<file path="src/rtl/pipe_control_pkg.sv">
// Shared rv32i control encodings: opcodes, func codes, ALU/adder/writeback/forward selects and
// the ID-stage control bundle produced by the decoder.
package pipe_control_pkg;

    localparam logic [6:0] OPC_LUI      = 7'b0110111;
    localparam logic [6:0] OPC_AUIPC    = 7'b0010111;
    localparam logic [6:0] OPC_JAL      = 7'b1101111;
    localparam logic [6:0] OPC_JALR     = 7'b1100111;
    localparam logic [6:0] OPC_BRANCH   = 7'b1100011;
    localparam logic [6:0] OPC_LOAD     = 7'b0000011;
    localparam logic [6:0] OPC_STORE    = 7'b0100011;
    localparam logic [6:0] OPC_OP_IMM   = 7'b0010011;
    localparam logic [6:0] OPC_OP       = 7'b0110011;
    localparam logic [6:0] OPC_MISC_MEM = 7'b0001111;
    localparam logic [6:0] OPC_SYSTEM   = 7'b1110011;

    localparam logic [2:0] F3_ADD_SUB = 3'b000, F3_SLL = 3'b001, F3_SLT = 3'b010;
    localparam logic [2:0] F3_SLTU = 3'b011, F3_XOR = 3'b100, F3_SRL_SRA = 3'b101;
    localparam logic [2:0] F3_OR = 3'b110, F3_AND = 3'b111;
    localparam logic [2:0] F3_BEQ = 3'b000, F3_BNE = 3'b001, F3_BLT = 3'b100;
    localparam logic [2:0] F3_BGE = 3'b101, F3_BLTU = 3'b110, F3_BGEU = 3'b111;
    localparam logic [6:0] F7_BASE = 7'h00, F7_ALT = 7'h20;

    localparam logic [3:0] ALU_ADD = 4'h0, ALU_SUB = 4'h1, ALU_SLL = 4'h2, ALU_SLT = 4'h3;
    localparam logic [3:0] ALU_SLTU = 4'h4, ALU_XOR = 4'h5, ALU_SRL = 4'h6, ALU_SRA = 4'h7;
    localparam logic [3:0] ALU_OR = 4'h8, ALU_AND = 4'h9, ALU_NOP = 4'hF;

    localparam logic [1:0] SEC_AS_NONE = 2'd0, SEC_AS_LUI = 2'd1;
    localparam logic [1:0] SEC_AS_AUIPC = 2'd2, SEC_AS_JALR = 2'd3;

    localparam logic [1:0] WB_ALU = 2'd0, WB_MEM = 2'd1, WB_PC4 = 2'd2, WB_SEC = 2'd3;
    localparam logic [1:0] FWD_RF = 2'b00, FWD_MEM = 2'b01, FWD_WB = 2'b10;

    localparam logic [2:0] IMM_I = 3'd0, IMM_S = 3'd1, IMM_B = 3'd2, IMM_U = 3'd3;
    localparam logic [2:0] IMM_J = 3'd4, IMM_NONE = 3'b111;

    typedef struct packed {
        logic       legal;
        logic       uses_rs1;
        logic       uses_rs2;
        logic       reg_write;
        logic       mem_read;
        logic       mem_write;
        logic       is_branch;
        logic       is_jump;
        logic       alu_src;
        logic [3:0] alu_ctrl;
        logic [1:0] sec_src;
        logic [1:0] wb_src;
        logic [2:0] imm_src;
    } id_ctrl_t;

    localparam int unsigned ID_CTRL_W = $bits(id_ctrl_t);

    // Register ops use func7 to pick SUB; immediate ops only use it for SRAI.
    function automatic logic [3:0] alu_from_f3(input logic [2:0] f3, input logic alt,
                                               input logic is_reg);
        case (f3)
            F3_ADD_SUB: return (is_reg && alt) ? ALU_SUB : ALU_ADD;
            F3_SLL:     return ALU_SLL;
            F3_SLT:     return ALU_SLT;
            F3_SLTU:    return ALU_SLTU;
            F3_XOR:     return ALU_XOR;
            F3_SRL_SRA: return alt ? ALU_SRA : ALU_SRL;
            F3_OR:      return ALU_OR;
            default:    return ALU_AND;
        endcase
    endfunction

endpackage

</file>
<file path="src/rtl/pipe_control_decode.sv">
// Combinational rv32i decoder: opcode/func3/func7 to the ID-stage control bundle.
module ctrl_decode
    import pipe_control_pkg::*;
(
    input  logic [6:0]           i_opcode,
    input  logic [2:0]           i_func3,
    input  logic [6:0]           i_func7,
    output logic [ID_CTRL_W-1:0] o_ctrl
);

    id_ctrl_t w_ctrl;
    logic     w_alt;

    assign w_alt  = (i_func7 == F7_ALT);
    assign o_ctrl = w_ctrl;

    always_comb begin
        w_ctrl          = '0;
        w_ctrl.legal    = 1'b1;
        w_ctrl.alu_ctrl = ALU_NOP;
        w_ctrl.sec_src  = SEC_AS_NONE;
        w_ctrl.wb_src   = WB_ALU;
        w_ctrl.imm_src  = IMM_NONE;
        case (i_opcode)
            OPC_LUI, OPC_AUIPC: begin
                w_ctrl.reg_write = 1'b1;
                w_ctrl.wb_src    = WB_SEC;
                w_ctrl.sec_src   = (i_opcode == OPC_LUI) ? SEC_AS_LUI : SEC_AS_AUIPC;
                w_ctrl.imm_src   = IMM_U;
            end
            OPC_JAL, OPC_JALR: begin
                w_ctrl.reg_write = 1'b1;
                w_ctrl.wb_src    = WB_PC4;
                w_ctrl.is_jump   = 1'b1;
                w_ctrl.alu_ctrl  = ALU_ADD;
                if (i_opcode == OPC_JALR) begin
                    w_ctrl.uses_rs1 = 1'b1;
                    w_ctrl.alu_src  = 1'b1;
                    w_ctrl.sec_src  = SEC_AS_JALR;
                    w_ctrl.imm_src  = IMM_I;
                end else begin
                    w_ctrl.imm_src  = IMM_J;
                end
            end
            OPC_BRANCH: begin
                w_ctrl.uses_rs1  = 1'b1;
                w_ctrl.uses_rs2  = 1'b1;
                w_ctrl.is_branch = 1'b1;
                w_ctrl.imm_src   = IMM_B;
                case (i_func3)
                    F3_BEQ, F3_BNE:   w_ctrl.alu_ctrl = ALU_SUB;
                    F3_BLT, F3_BGE:   w_ctrl.alu_ctrl = ALU_SLT;
                    F3_BLTU, F3_BGEU: w_ctrl.alu_ctrl = ALU_SLTU;
                    default: begin
                        w_ctrl.legal     = 1'b0;
                        w_ctrl.is_branch = 1'b0;
                    end
                endcase
            end
            OPC_LOAD: begin
                w_ctrl.uses_rs1  = 1'b1;
                w_ctrl.reg_write = 1'b1;
                w_ctrl.mem_read  = 1'b1;
                w_ctrl.wb_src    = WB_MEM;
                w_ctrl.alu_ctrl  = ALU_ADD;
                w_ctrl.alu_src   = 1'b1;
                w_ctrl.imm_src   = IMM_I;
            end
            OPC_STORE: begin
                w_ctrl.uses_rs1  = 1'b1;
                w_ctrl.uses_rs2  = 1'b1;
                w_ctrl.mem_write = 1'b1;
                w_ctrl.alu_ctrl  = ALU_ADD;
                w_ctrl.alu_src   = 1'b1;
                w_ctrl.imm_src   = IMM_S;
            end
            OPC_OP_IMM: begin
                w_ctrl.uses_rs1  = 1'b1;
                w_ctrl.alu_src   = 1'b1;
                w_ctrl.imm_src   = IMM_I;
                w_ctrl.alu_ctrl  = alu_from_f3(i_func3, w_alt, 1'b0);
                // Shift immediates with a bad func7 still flow down the pipe but never write.
                w_ctrl.reg_write = !((i_func3 == F3_SLL && i_func7 != F7_BASE) ||
                                     (i_func3 == F3_SRL_SRA && i_func7 != F7_BASE && !w_alt));
            end
            OPC_OP: begin
                w_ctrl.uses_rs1  = 1'b1;
                w_ctrl.uses_rs2  = 1'b1;
                w_ctrl.alu_ctrl  = alu_from_f3(i_func3, w_alt, 1'b1);
                w_ctrl.reg_write = (i_func7 == F7_BASE) ||
                                   (w_alt && (i_func3 == F3_ADD_SUB || i_func3 == F3_SRL_SRA));
            end
            OPC_MISC_MEM, OPC_SYSTEM: begin
            end
            default: w_ctrl.legal = 1'b0;
        endcase
    end

endmodule

</file>
<file path="src/rtl/pipe_control.sv">
// Pipelined rv32i control: ID decode, registered EX/MEM/WB control, load-use stall,
// branch/jump redirect with flush, and EX operand forwarding selects.
module pipe_control
    import pipe_control_pkg::*;
#(
    parameter int unsigned REG_ADDR_W = 5,
    parameter int unsigned ALU_CTRL_W = 4,
    parameter bit          FWD_EN     = 1'b1
) (
    input  logic                  clk,
    input  logic                  rst,
    input  logic                  i_id_valid,
    input  logic [6:0]            i_opcode,
    input  logic [2:0]            i_func3,
    input  logic [6:0]            i_func7,
    input  logic [REG_ADDR_W-1:0] i_id_rs1,
    input  logic [REG_ADDR_W-1:0] i_id_rs2,
    input  logic [REG_ADDR_W-1:0] i_id_rd,
    input  logic                  i_ex_alu_zero,
    input  logic                  i_ex_alu_lsb,
    output logic [2:0]            o_id_imm_src,
    output logic                  o_id_illegal,
    output logic                  o_ex_valid,
    output logic                  o_ex_alu_src,
    output logic [ALU_CTRL_W-1:0] o_ex_alu_ctrl,
    output logic [1:0]            o_ex_second_add_src,
    output logic                  o_mem_valid,
    output logic                  o_mem_read,
    output logic                  o_mem_write,
    output logic                  o_wb_valid,
    output logic                  o_wb_reg_write,
    output logic [1:0]            o_wb_src,
    output logic [REG_ADDR_W-1:0] o_wb_rd,
    output logic [1:0]            o_fwd_a,
    output logic [1:0]            o_fwd_b,
    output logic                  o_pc_en,
    output logic                  o_if_id_en,
    output logic                  o_redirect,
    output logic                  o_if_id_flush
);

    id_ctrl_t w_dec;

    ctrl_decode u_decode (
        .i_opcode (i_opcode),
        .i_func3  (i_func3),
        .i_func7  (i_func7),
        .o_ctrl   (w_dec)
    );

    logic                  r_ex_valid, r_ex_reg_write, r_ex_mem_read, r_ex_mem_write;
    logic                  r_ex_alu_src, r_ex_is_branch, r_ex_is_jump;
    logic [ALU_CTRL_W-1:0] r_ex_alu_ctrl;
    logic [1:0]            r_ex_sec, r_ex_wb_src;
    logic [2:0]            r_ex_func3;
    logic [REG_ADDR_W-1:0] r_ex_rd, r_ex_rs1, r_ex_rs2;
    logic                  r_mem_valid, r_mem_reg_write, r_mem_read, r_mem_write;
    logic [1:0]            r_mem_wb_src;
    logic [REG_ADDR_W-1:0] r_mem_rd;
    logic                  r_wb_valid, r_wb_reg_write;
    logic [1:0]            r_wb_src;
    logic [REG_ADDR_W-1:0] r_wb_rd;

    logic w_id_live, w_rs1_use, w_rs2_use, w_ex_hit, w_mem_hit;
    logic w_br_taken, w_redirect, w_load_use, w_raw_stall, w_stall, w_ex_bubble;
    logic w_mem_fwd_ok, w_wb_fwd_ok;

    assign w_id_live = i_id_valid & w_dec.legal;
    assign w_rs1_use = w_id_live & w_dec.uses_rs1;
    assign w_rs2_use = w_id_live & w_dec.uses_rs2;
    assign w_ex_hit  = (w_rs1_use & (r_ex_rd == i_id_rs1)) | (w_rs2_use & (r_ex_rd == i_id_rs2));
    assign w_mem_hit = (w_rs1_use & (r_mem_rd == i_id_rs1)) | (w_rs2_use & (r_mem_rd == i_id_rs2));

    always_comb begin
        case (r_ex_func3)
            F3_BEQ:          w_br_taken = i_ex_alu_zero;
            F3_BNE:          w_br_taken = ~i_ex_alu_zero;
            F3_BLT, F3_BLTU: w_br_taken = i_ex_alu_lsb;
            F3_BGE, F3_BGEU: w_br_taken = ~i_ex_alu_lsb;
            default:         w_br_taken = 1'b0;
        endcase
    end

    assign w_redirect  = r_ex_valid & (r_ex_is_jump | (r_ex_is_branch & w_br_taken));
    assign w_load_use  = r_ex_valid & r_ex_mem_read & (r_ex_rd != '0) & w_ex_hit;
    // Without forwarding every in-flight producer in EX or MEM is a hazard.
    assign w_raw_stall = ~FWD_EN &
                         ((r_ex_valid & r_ex_reg_write & (r_ex_rd != '0) & w_ex_hit) |
                          (r_mem_valid & r_mem_reg_write & (r_mem_rd != '0) & w_mem_hit));
    assign w_stall     = (w_load_use | w_raw_stall) & ~w_redirect;
    assign w_ex_bubble = w_stall | w_redirect | ~w_id_live;

    assign w_mem_fwd_ok = r_mem_valid & r_mem_reg_write & (r_mem_rd != '0) & ~r_mem_read;
    assign w_wb_fwd_ok  = r_wb_valid & r_wb_reg_write & (r_wb_rd != '0);

    always_comb begin
        o_fwd_a = FWD_RF;
        o_fwd_b = FWD_RF;
        if (FWD_EN) begin
            if (w_mem_fwd_ok && r_mem_rd == r_ex_rs1)     o_fwd_a = FWD_MEM;
            else if (w_wb_fwd_ok && r_wb_rd == r_ex_rs1)  o_fwd_a = FWD_WB;
            if (w_mem_fwd_ok && r_mem_rd == r_ex_rs2)     o_fwd_b = FWD_MEM;
            else if (w_wb_fwd_ok && r_wb_rd == r_ex_rs2)  o_fwd_b = FWD_WB;
        end
    end

    always_ff @(posedge clk) begin
        if (!rst) begin
            r_ex_valid <= 1'b0; r_ex_reg_write <= 1'b0; r_ex_mem_read <= 1'b0;
            r_ex_mem_write <= 1'b0; r_ex_alu_src <= 1'b0; r_ex_is_branch <= 1'b0;
            r_ex_is_jump <= 1'b0; r_ex_alu_ctrl <= ALU_CTRL_W'(ALU_NOP);
            r_ex_sec <= SEC_AS_NONE; r_ex_wb_src <= WB_ALU; r_ex_func3 <= '0;
            r_ex_rd <= '0; r_ex_rs1 <= '0; r_ex_rs2 <= '0;
            r_mem_valid <= 1'b0; r_mem_reg_write <= 1'b0; r_mem_read <= 1'b0;
            r_mem_write <= 1'b0; r_mem_wb_src <= WB_ALU; r_mem_rd <= '0;
            r_wb_valid <= 1'b0; r_wb_reg_write <= 1'b0; r_wb_src <= WB_ALU; r_wb_rd <= '0;
        end else begin
            if (w_ex_bubble) begin
                r_ex_valid <= 1'b0; r_ex_reg_write <= 1'b0; r_ex_mem_read <= 1'b0;
                r_ex_mem_write <= 1'b0; r_ex_alu_src <= 1'b0; r_ex_is_branch <= 1'b0;
                r_ex_is_jump <= 1'b0; r_ex_alu_ctrl <= ALU_CTRL_W'(ALU_NOP);
                r_ex_sec <= SEC_AS_NONE; r_ex_wb_src <= WB_ALU; r_ex_func3 <= '0;
                r_ex_rd <= '0; r_ex_rs1 <= '0; r_ex_rs2 <= '0;
            end else begin
                r_ex_valid     <= 1'b1;
                r_ex_reg_write <= w_dec.reg_write;
                r_ex_mem_read  <= w_dec.mem_read;
                r_ex_mem_write <= w_dec.mem_write;
                r_ex_alu_src   <= w_dec.alu_src;
                r_ex_is_branch <= w_dec.is_branch;
                r_ex_is_jump   <= w_dec.is_jump;
                r_ex_alu_ctrl  <= ALU_CTRL_W'(w_dec.alu_ctrl);
                r_ex_sec       <= w_dec.sec_src;
                r_ex_wb_src    <= w_dec.wb_src;
                r_ex_func3     <= i_func3;
                r_ex_rd        <= i_id_rd;
                // Unread source fields are zeroed so they can never match a producer.
                r_ex_rs1       <= w_dec.uses_rs1 ? i_id_rs1 : '0;
                r_ex_rs2       <= w_dec.uses_rs2 ? i_id_rs2 : '0;
            end
            r_mem_valid     <= r_ex_valid;
            r_mem_reg_write <= r_ex_reg_write;
            r_mem_read      <= r_ex_mem_read;
            r_mem_write     <= r_ex_mem_write;
            r_mem_wb_src    <= r_ex_wb_src;
            r_mem_rd        <= r_ex_rd;
            r_wb_valid      <= r_mem_valid;
            r_wb_reg_write  <= r_mem_reg_write;
            r_wb_src        <= r_mem_wb_src;
            r_wb_rd         <= r_mem_rd;
        end
    end

    assign o_id_imm_src        = i_id_valid ? w_dec.imm_src : IMM_NONE;
    assign o_id_illegal        = i_id_valid & ~w_dec.legal;
    assign o_ex_valid          = r_ex_valid;
    assign o_ex_alu_src        = r_ex_alu_src;
    assign o_ex_alu_ctrl       = r_ex_alu_ctrl;
    assign o_ex_second_add_src = r_ex_sec;
    assign o_mem_valid         = r_mem_valid;
    assign o_mem_read          = r_mem_read;
    assign o_mem_write         = r_mem_write;
    assign o_wb_valid          = r_wb_valid;
    assign o_wb_reg_write      = r_wb_reg_write;
    assign o_wb_src            = r_wb_src;
    assign o_wb_rd             = r_wb_rd;
    assign o_pc_en             = ~w_stall;
    assign o_if_id_en          = ~w_stall;
    assign o_redirect          = w_redirect;
    assign o_if_id_flush       = w_redirect;

endmodule

</file>
<file path="config.mk">
export PLATFORM = sky130hd
export DESIGN_NAME = pipe_control
export DESIGN_NICKNAME = d
export VERILOG_FILES = /design/src/rtl/pipe_control_pkg.sv /design/src/rtl/pipe_control_decode.sv /design/src/rtl/pipe_control.sv
export SDC_FILE = /design/constraint.sdc
export NUM_CORES = 1
export LEC_CHECK = 0
export ABC_AREA = 0
export ABC_CLOCK_PERIOD_IN_PS = 2950
export BUFFER_PORTS_ARGS = -buffer_cell sky130_fd_sc_hd__buf_4
export CORE_MARGIN = 5
export CORE_UTILIZATION = 56
export CTS_CLUSTER_DIAMETER = 120
export CTS_CLUSTER_SIZE = 30
export DETAILED_ROUTE_END_ITERATION = 12
export PLACE_DENSITY = 0.88
export SLEW_MARGIN = 20
export SYNTH_ARGS = -nofsm -noshare
export SYNTH_HDL_FRONTEND = slang
export SYNTH_SLANG_ARGS = --single-unit
export TNS_END_PERCENT = 30
</file>
<file path="constraint.sdc">
create_clock -name clk -period 2.95 [get_ports clk]
set_input_delay 0.4425 -clock clk [delete_from_list [all_inputs] [get_ports clk]]
set_output_delay 0.4425 -clock clk [all_outputs]
set_load 0.03 [all_outputs]
</file>
==> results.ini, run 1 <==
[clocking]
ctsResizeCount = 0
clk_pin_slew_ns = 0.10
cts_max_path_buffers = 2
cts_max_level = 2
postCtsSetupBuffers = 0
cts.hold.buffers_added = 0
clock-root-buffer = clkbuf_8
numCtsBuffers = 5
cts.sinks = 53
clock_latency_ns = 0.31
cts_tree = done

[critical_path]
crit_required_ns = 2.51
r2r_end = o_ex_alu_ctrl[1]
worstPathArrival_ns = 2.09
r2r_cells = 5
critPathKind = flop to primary output
worstSetupEndpointType = primary output
regToRegSetupSlack_ns = 0.68
crit_path_max_fanout = 4
worstSetupStartpointType = flop
reg2reg_from = r_ex_rd[0]

[yosys]
synthTopCellsByArea = dfxtp_1 (43%), xor2_1 (9.8%), and2_1 (5.0%)
synth_edf_count = 0
synth_top_area_share_pct = 42.5
synth_most_common_cell = dfxtp_1
ys_types = 51
syn_avg_cell_area_um2 = 8.85
yosys_warnings = 0
synth_seq_cells = 53
yosys-top-cells-count = dfxtp_1 (53), xor2_1 (28), nor3_1 (21)
ys.flop_type = dfxtp_1
synth.largest_area_cell = dfxtp_1
synth_nets = 319
syn_inst = 282
synth_area_mm2 = 0.00250
seq_area_frac_synth_pct = 42.5
async_flop_share_pct = 0

[die]
fp.dieH_um = 76.8
start_util_pct = 57.3
die_w_um = 76.8
dieArea_mm2 = 0.00589
row_count = 24
ios = 69
core_region_area_mm2 = 0.00435

[place]
pre_cts_slack_ns = 0.581
dp_hpwl_um = 4600
gp_congestion = 0.906
io_buffers = 68
postPlaceCellArea_mm2 = 0.00300

[pwr]
p_sw_share_pct = 24.0
power.share.clock_pct = 36.8
p_int_uw = 1030
total_leakage_power_uw = 0.00144
power.combinational.fraction_pct = 10.3
power.density_mw_per_mm2 = 436
p_switching_uw = 326
ir_drop_v = 0.000257
seq_power_share_pct = 53.0

[cells_and_area]
area_growth_syn_to_layout_pct = 24.8
antenna_cells = 0
layout-drive-gt1-share_pct = 25.5
design_area_mm2 = 0.00312
fin_nets = 377

[global_route]
track_usage_pct = 20.3
grt_pass1_vias = 2158
grt_max_degree = 26
antenna_found_initial = 0
grt_pass1_wl_um = 10000
gr-total-overflow = 0

[sta]
finalClockSkew_ns = 0.00911
min_period_ns = 2.53
worstMarginPinSlew_ns = 0.433
finalMaxSlewViolations = 0
worst_slack_ns = 0.422
max_slew_margin_pct = 70.9
rsz0062_at_grt = false
fin_tns_setup_ns = 0
final_hold_viol_count = 0
period_share_pct = 85.7
timing.hold.ws_ns = 0.347
setup_viol = 0
max_freq_mhz = 396

[route]
vias = 2252
avgViaCountPerCell = 5.73
drc_errors = 0
wire_per_inst_um = 15.4
dr.pass1.iters = 5
wl_met2_um = 3060
wl_met3_um = 398
drt-total-wl_um = 6070
topRoutingLayerUsed = met4
drt-initial-drc-count = 128
met1_length_um = 2480
detail-route-antenna-nets = 0

[flow_run]
drv_cap = 0

[min_path]
hp-class = input port to flop
hold_depth = 2
holdPathEnd = r_ex_rd[3]
hold_start = i_id_rd[3]

[status]
outcome = completed

==> placed cells by master (no fill, tap or decap), types with 2 or more instances in the layout <==
master / n
dfxtp_1: 53
a21oi_1: 10
nand4b_2: 2
nor3b_1: 2
o21ai_0: 10
inv_1: 5
xnor2_1: 6
and2_1: 20
nor3_1: 21
or4_1: 5
clkbuf_8: 5
xor2_1: 28
nand2b_1: 2
nand3_1: 9
buf_4: 70
o22ai_1: 2
nor2_1: 13
a211oi_1: 2
or3_1: 2
and3_1: 10
nand2_1: 20
nor4_1: 8
a31oi_1: 6
==> metal layers <==
| layer | track usage [%] | vias to the layer above |
|---|---|---|
| met1 | 25.1 | 1030 |
| li1 | - | 1112 |
| met5 | 0 | - |
| met4 | 8.39 | 0 |
| met2 | 34.0 | 97 |
| met3 | 4.33 | 13 |
==> worst max-delay path: stages, from the launching register on <==
cell and delay [ns]:
dfxtp_1 0.36, or4_1 0.52, o21ai_0 0.22, nor4_1 0.13, nor4_1 0.33, buf_4 0.22
==> how the worst max path moves through the flow <==
stage	slack, ns	depth (start not counted)	end	startpoint
after detailed placement	0.58	7	o_pc_en	i_opcode[6]
after global routing	0.21	5	o_fwd_a[1]	r_mem_rd[1]
after floorplan	0.24	5	o_fwd_a[1]	o_mem_valid
after CTS	0.42	5	o_fwd_a[1]	r_mem_rd[1]
after global placement	0.61	7	o_if_id_en	i_opcode[6]
final	0.42	5	o_fwd_a[1]	r_mem_rd[1]
==> registers in the layout, indices dropped and copies added, names as in the netlist, 2 cells and up <==
| signal | flops |
|---|---|
| r_ex_rd | 5 |
| r_ex_rs2 | 5 |
| r_ex_func3 | 3 |
| r_ex_wb_src | 2 |
| o_ex_second_add_src | 2 |
| r_ex_rs1 | 5 |
| r_mem_rd | 5 |
| o_wb_rd | 5 |
| o_wb_src | 2 |
| r_mem_wb_src | 2 |
| o_ex_alu_ctrl | 4 |
==> power groups by stage <==
stage | clock (uW) | sequential [uW] | combinational (uW)
6_report | 500 | 720 | 139
5_1_grt | 533 | 720 | 152
3_3_place_gp | 0 | 736 | 136
2_1_floorplan | 0 | 737 | 71.9
4_1_cts | 506 | 720 | 138
3_5_place_dp | 0 | 737 | 137
==> cells by family (layout without fill, tap and decap cells) <==
logic type | after synthesis | count (layout) | synth area share (%)
xor gates and xnor gates | 34 | 34 | 11.9
buffers and inverters | 24 | 83 | 4.11
DFF | 53 | 53 | 42.5
and+or+nand+nor | 126 | 126 | 29.4
AOI/OAI and AO/OA | 45 | 45 | 12.0
==> per-stage QoR <==
step / total power, uW / util (%) / cells
3_5_place_dp: 874 / 69.0 / 385
3_3_place_gp: 872 / 69.0 / 385
4_1_cts: 1360 / 71.6 / 393
2_1_floorplan: 809 / - / 282
6_report: 1360 / 71.6 / 393
5_1_grt: 1410 / 71.6 / 393
==> final cells by class <==
| cell class | count | area [um^2] |
|---|---|---|
| Fill cell | 342 | 1240 |
| Tap cell | 52 | 65.1 |
| Sequential cell | 53 | 1060 |
| Timing Repair Buffer | 70 | 526 |
| Multi-Input combinational cell | 205 | 1330 |
| Clock inverter | 3 | 43.8 |
| Clock buffer | 5 | 68.8 |
| Inverter | 5 | 18.8 |
(Power assumes the default switching activity.)
==> inputs of run 2 (changes only) <==
--- a/config.mk
+++ b/config.mk
@@ -5,7 +5,7 @@
 export SDC_FILE = /design/constraint.sdc
 export NUM_CORES = 1
 export LEC_CHECK = 0
-export ABC_AREA = 0
+export ABC_AREA = 1
 export ABC_CLOCK_PERIOD_IN_PS = 2950
 export BUFFER_PORTS_ARGS = -buffer_cell sky130_fd_sc_hd__buf_4
 export CORE_MARGIN = 5
@@ -13,7 +13,7 @@
 export CTS_CLUSTER_DIAMETER = 120
 export CTS_CLUSTER_SIZE = 30
 export DETAILED_ROUTE_END_ITERATION = 12
-export PLACE_DENSITY = 0.88
+export PLACE_DENSITY = 0.87
 export SLEW_MARGIN = 20
 export SYNTH_ARGS = -nofsm -noshare
 export SYNTH_HDL_FRONTEND = slang
==> run 2 against run 1 <==
Net effect:
- routed wire length shrank 5.9%
- fmax grew 16%
- die area grew 2.0%
- synthesized cell count grew 20%
- clock skew shrank 0.0023 ns
- core utilization grew 1.3 points
==> results.ini, run 2 <==
[flow_run]
drv_cap = 0  ; unchanged

[place]
postPlaceCellArea_mm2 = 0.00309  ; +2.8%
io_buffers = 68  ; unchanged
gp_congestion = 0.928  ; +2.4%
dp_hpwl_um = 4660  ; +1.5%
pre_cts_slack_ns = 0.789  ; +0.208 ns
placed_cells_incl_taps = 454  ; +18%

[die]
die_w_um = 77.5  ; +1.0%
ios = 69  ; unchanged
dieArea_mm2 = 0.00601  ; +2.0%
start_util_pct = 58.3  ; +0.95 points
core_region_area_mm2 = 0.00438  ; +0.69%
row_count = 24  ; unchanged
fp.dieH_um = 77.5  ; +1.0%

[critical_path]
crit_path_max_fanout = 9  ; +5
reg2reg_from = r_ex_rd[3]
regToRegSetupSlack_ns = 1.24  ; +0.56 ns
worstSetupEndpointType = primary output
critPathKind = input port to primary output
worstSetupStartpointType = input port
crit_required_ns = 2.51  ; about the same
worstPathArrival_ns = 1.74  ; -0.35 ns
r2r_end = o_ex_alu_ctrl[0]
r2r_cells = 9  ; +4

[route]
wire_per_inst_um = 12.4  ; -20%
vias = 2290  ; +1.7%
drt-total-wl_um = 5710  ; -5.9%
drt-initial-drc-count = 95  ; -26%
drc_errors = 0  ; unchanged
detail-route-antenna-nets = 0  ; unchanged
avgViaCountPerCell = 4.97  ; -13%
dr.pass1.iters = 6  ; +1

[yosys]
synth_xor_xnor_area_share_pct = 9.94  ; -2.0 points
synthSimpleGateAreaFrac_pct = 34.0  ; +4.6 points
synth_top_family_by_area = simple AND/OR/NAND/NOR gates
synth_most_common_cell = nand2_1
synth_seq_cells = 53  ; unchanged
async_flop_share_pct = 0  ; unchanged
synth.largest_area_cell = dfxtp_1
ys.flop_type = dfxtp_1
synthAdderAreaFrac_pct = 0  ; unchanged
synth_top_area_share_pct = 41.5  ; -0.98 points
yosys-top-cells-count = nand2_1 (67), inv_1 (60), dfxtp_1 (53)
synthTopCellsByArea = dfxtp_1 (42%), nand2_1 (9.8%), inv_1 (8.8%)
synth_edf_count = 0  ; unchanged
seq_area_frac_synth_pct = 41.5  ; -0.98 points
muxShareOfSynthArea_pct = 0  ; unchanged
synth_area_mm2 = 0.00255  ; +2.4%
syn_avg_cell_area_um2 = 7.54  ; -15%
synth-compound-area-share_pct = 3.87  ; -8.2 points
synth_nets = 376  ; +18%
ys_types = 32  ; -37%
yosys_warnings = 0  ; unchanged
syn_inst = 339  ; +20%

[status]
outcome = completed

[pwr]
total_leakage_power_uw = 0.00173  ; +20%
power.density_mw_per_mm2 = 411  ; -5.8%
ir_drop_v = 0.000239  ; -6.7%
p_total_uw = 1310  ; -3.5%

[clocking]
cts.sinks = 53  ; unchanged
postCtsSetupBuffers = 0  ; unchanged
cts_tree = done
cts_max_path_buffers = 2  ; unchanged
cts.hold.buffers_added = 0  ; unchanged
cts_max_level = 2  ; unchanged
clk_pin_slew_ns = 0.09  ; about the same
ctsResizeCount = 0  ; unchanged
clock-root-buffer = clkbuf_8
clock_latency_ns = 0.30  ; about the same
numCtsBuffers = 5  ; unchanged

[sta]
max_slew_margin_pct = 65.3  ; -5.6 points
period_share_pct = 74.0  ; -12 points
final_hold_viol_count = 0  ; unchanged
finalMaxSlewViolations = 0  ; unchanged
setup_viol = 0  ; unchanged
worstMarginPinSlew_ns = 0.517  ; +0.0844 ns
rsz0062_at_grt = false
finalClockSkew_ns = 0.00676  ; -0.00235 ns
worst_slack_ns = 0.768  ; +0.346 ns
max_freq_mhz = 458  ; +16%
fin_tns_setup_ns = 0  ; unchanged
min_period_ns = 2.18  ; -0.346 ns

[global_route]
grt_pass1_wl_um = 9460  ; -5.6%
antenna_found_initial = 0  ; unchanged
grt_max_degree = 22  ; -15%
grt_pass1_vias = 2367  ; +9.7%
gr-total-overflow = 0  ; unchanged
track_usage_pct = 19.3  ; -1.0 points

[cells_and_area]
antenna_cells = 0  ; unchanged
layout.area.seq_mm2 = 0.00106  ; unchanged
layout-drive-gt1-share_pct = 25.2  ; -0.33 points
multi_input_area_mm2 = 0.00122  ; -8.3%
stdcell_count = 461  ; +17%
final.fill_count = 362  ; +5.8%
area_growth_syn_to_layout_pct = 24.9  ; about the same
design_area_mm2 = 0.00319  ; +2.4%
final_common_cell = buf_4
fin_nets = 446  ; +18%
layout_common_cells = buf_4 (68), nand2_1 (67), inv_1 (60)

[min_path]
holdPathEnd = r_ex_rd[1]
hp-class = input port to flop
hold_start = i_id_rd[1]
hold_depth = 3  ; +1

[run 2: changes by cell type in the layout (fill, tap and decap cells not counted), moves of 6 or more]
cell | previous run | this run
inv_1 | 5 | 60
nand2_1 | 20 | 67
nor2_1 | 13 | 46
and2_1 | 20 | 1
xor2_1 | 28 | 10
nor3_1 | 21 | 5
xnor2_1 | 6 | 19
nor2_4 | 0 | 11
and3_1 | 10 | 0
nand3_1 | 9 | 19
nand2_2 | 0 | 7
a21oi_1 | 10 | 4
nand4_1 | 1 | 7
[run 2: per-stage QoR]
| step | hold slack (ns) | util [%] |
|---|---|---|
| detailed placement | 0.401 | 70.4 |
| global placement | 0.397 | 70.4 |
| floorplan | 0.390 | - |
| CTS | 0.354 | 72.8 |
| global route | 0.351 | 72.8 |
| finish | 0.354 | 72.8 |
[run 2: worst max path at each step]
stage,slack [ns],endpoint,from
after floorplan,0.47,o_fwd_b[1],o_mem_valid
after global placement,0.80,o_pc_en,i_opcode[3]
after detailed placement,0.79,o_if_id_en,i_opcode[3]
after CTS,0.78,o_if_id_en,i_opcode[3]
after global routing,0.60,o_if_id_en,i_opcode[3]
final,0.77,o_pc_en,i_opcode[3]
[run 2: power by group]
| part | switching [uW] | leakage, uW | internal, uW |
|---|---|---|---|
| logic | 70.7 | 0.00125 | 56.9 |
| clock network | 217 | 0.0000540 | 247 |
| registers | 2.56 | 0.000427 | 717 |
| total | 291 | 0.00173 | 1020 |
[run 2: cell type report]
type	count	area share (%)
multi-input combinational	220	38.3
inverter	61	7.17
clock buffer	5	2.16
timing repair buffer	68	16.0
tap	52	2.04
clock inverter	2	1.10
sequential	53	33.2
[run 2: metal layers]
| metal | track usage (%) | wire length, um | vias to the layer above | share of wire (%) |
|---|---|---|---|---|
| li1 | - | - | 1169 | - |
| met1 | 18.6 | 2220 | 1027 | 39 |
| met2 | 37.6 | 3030 | 79 | 53 |
| met3 | 4.63 | 337 | 15 | 5.9 |
| met4 | 9.28 | 130 | 0 | 2.3 |
| met5 | 0 | 0 | - | 0 |
[run 2: critical path, stage by stage]
cell and delay, ns:
buf_4 0.12, inv_1 0.06, nand2_1 0.13, nor2_8 0.18
o211ai_1 0.16, nand3_1 0.13, nand2_1 0.06, nand2_1 0.10
nand4_1 0.15, buf_4 0.21
[run 2: cells by family after synthesis]
logic type	after synthesis
compound gates	16
simple gates	175
xor+xnor	29
buf+inv	66
flops	53
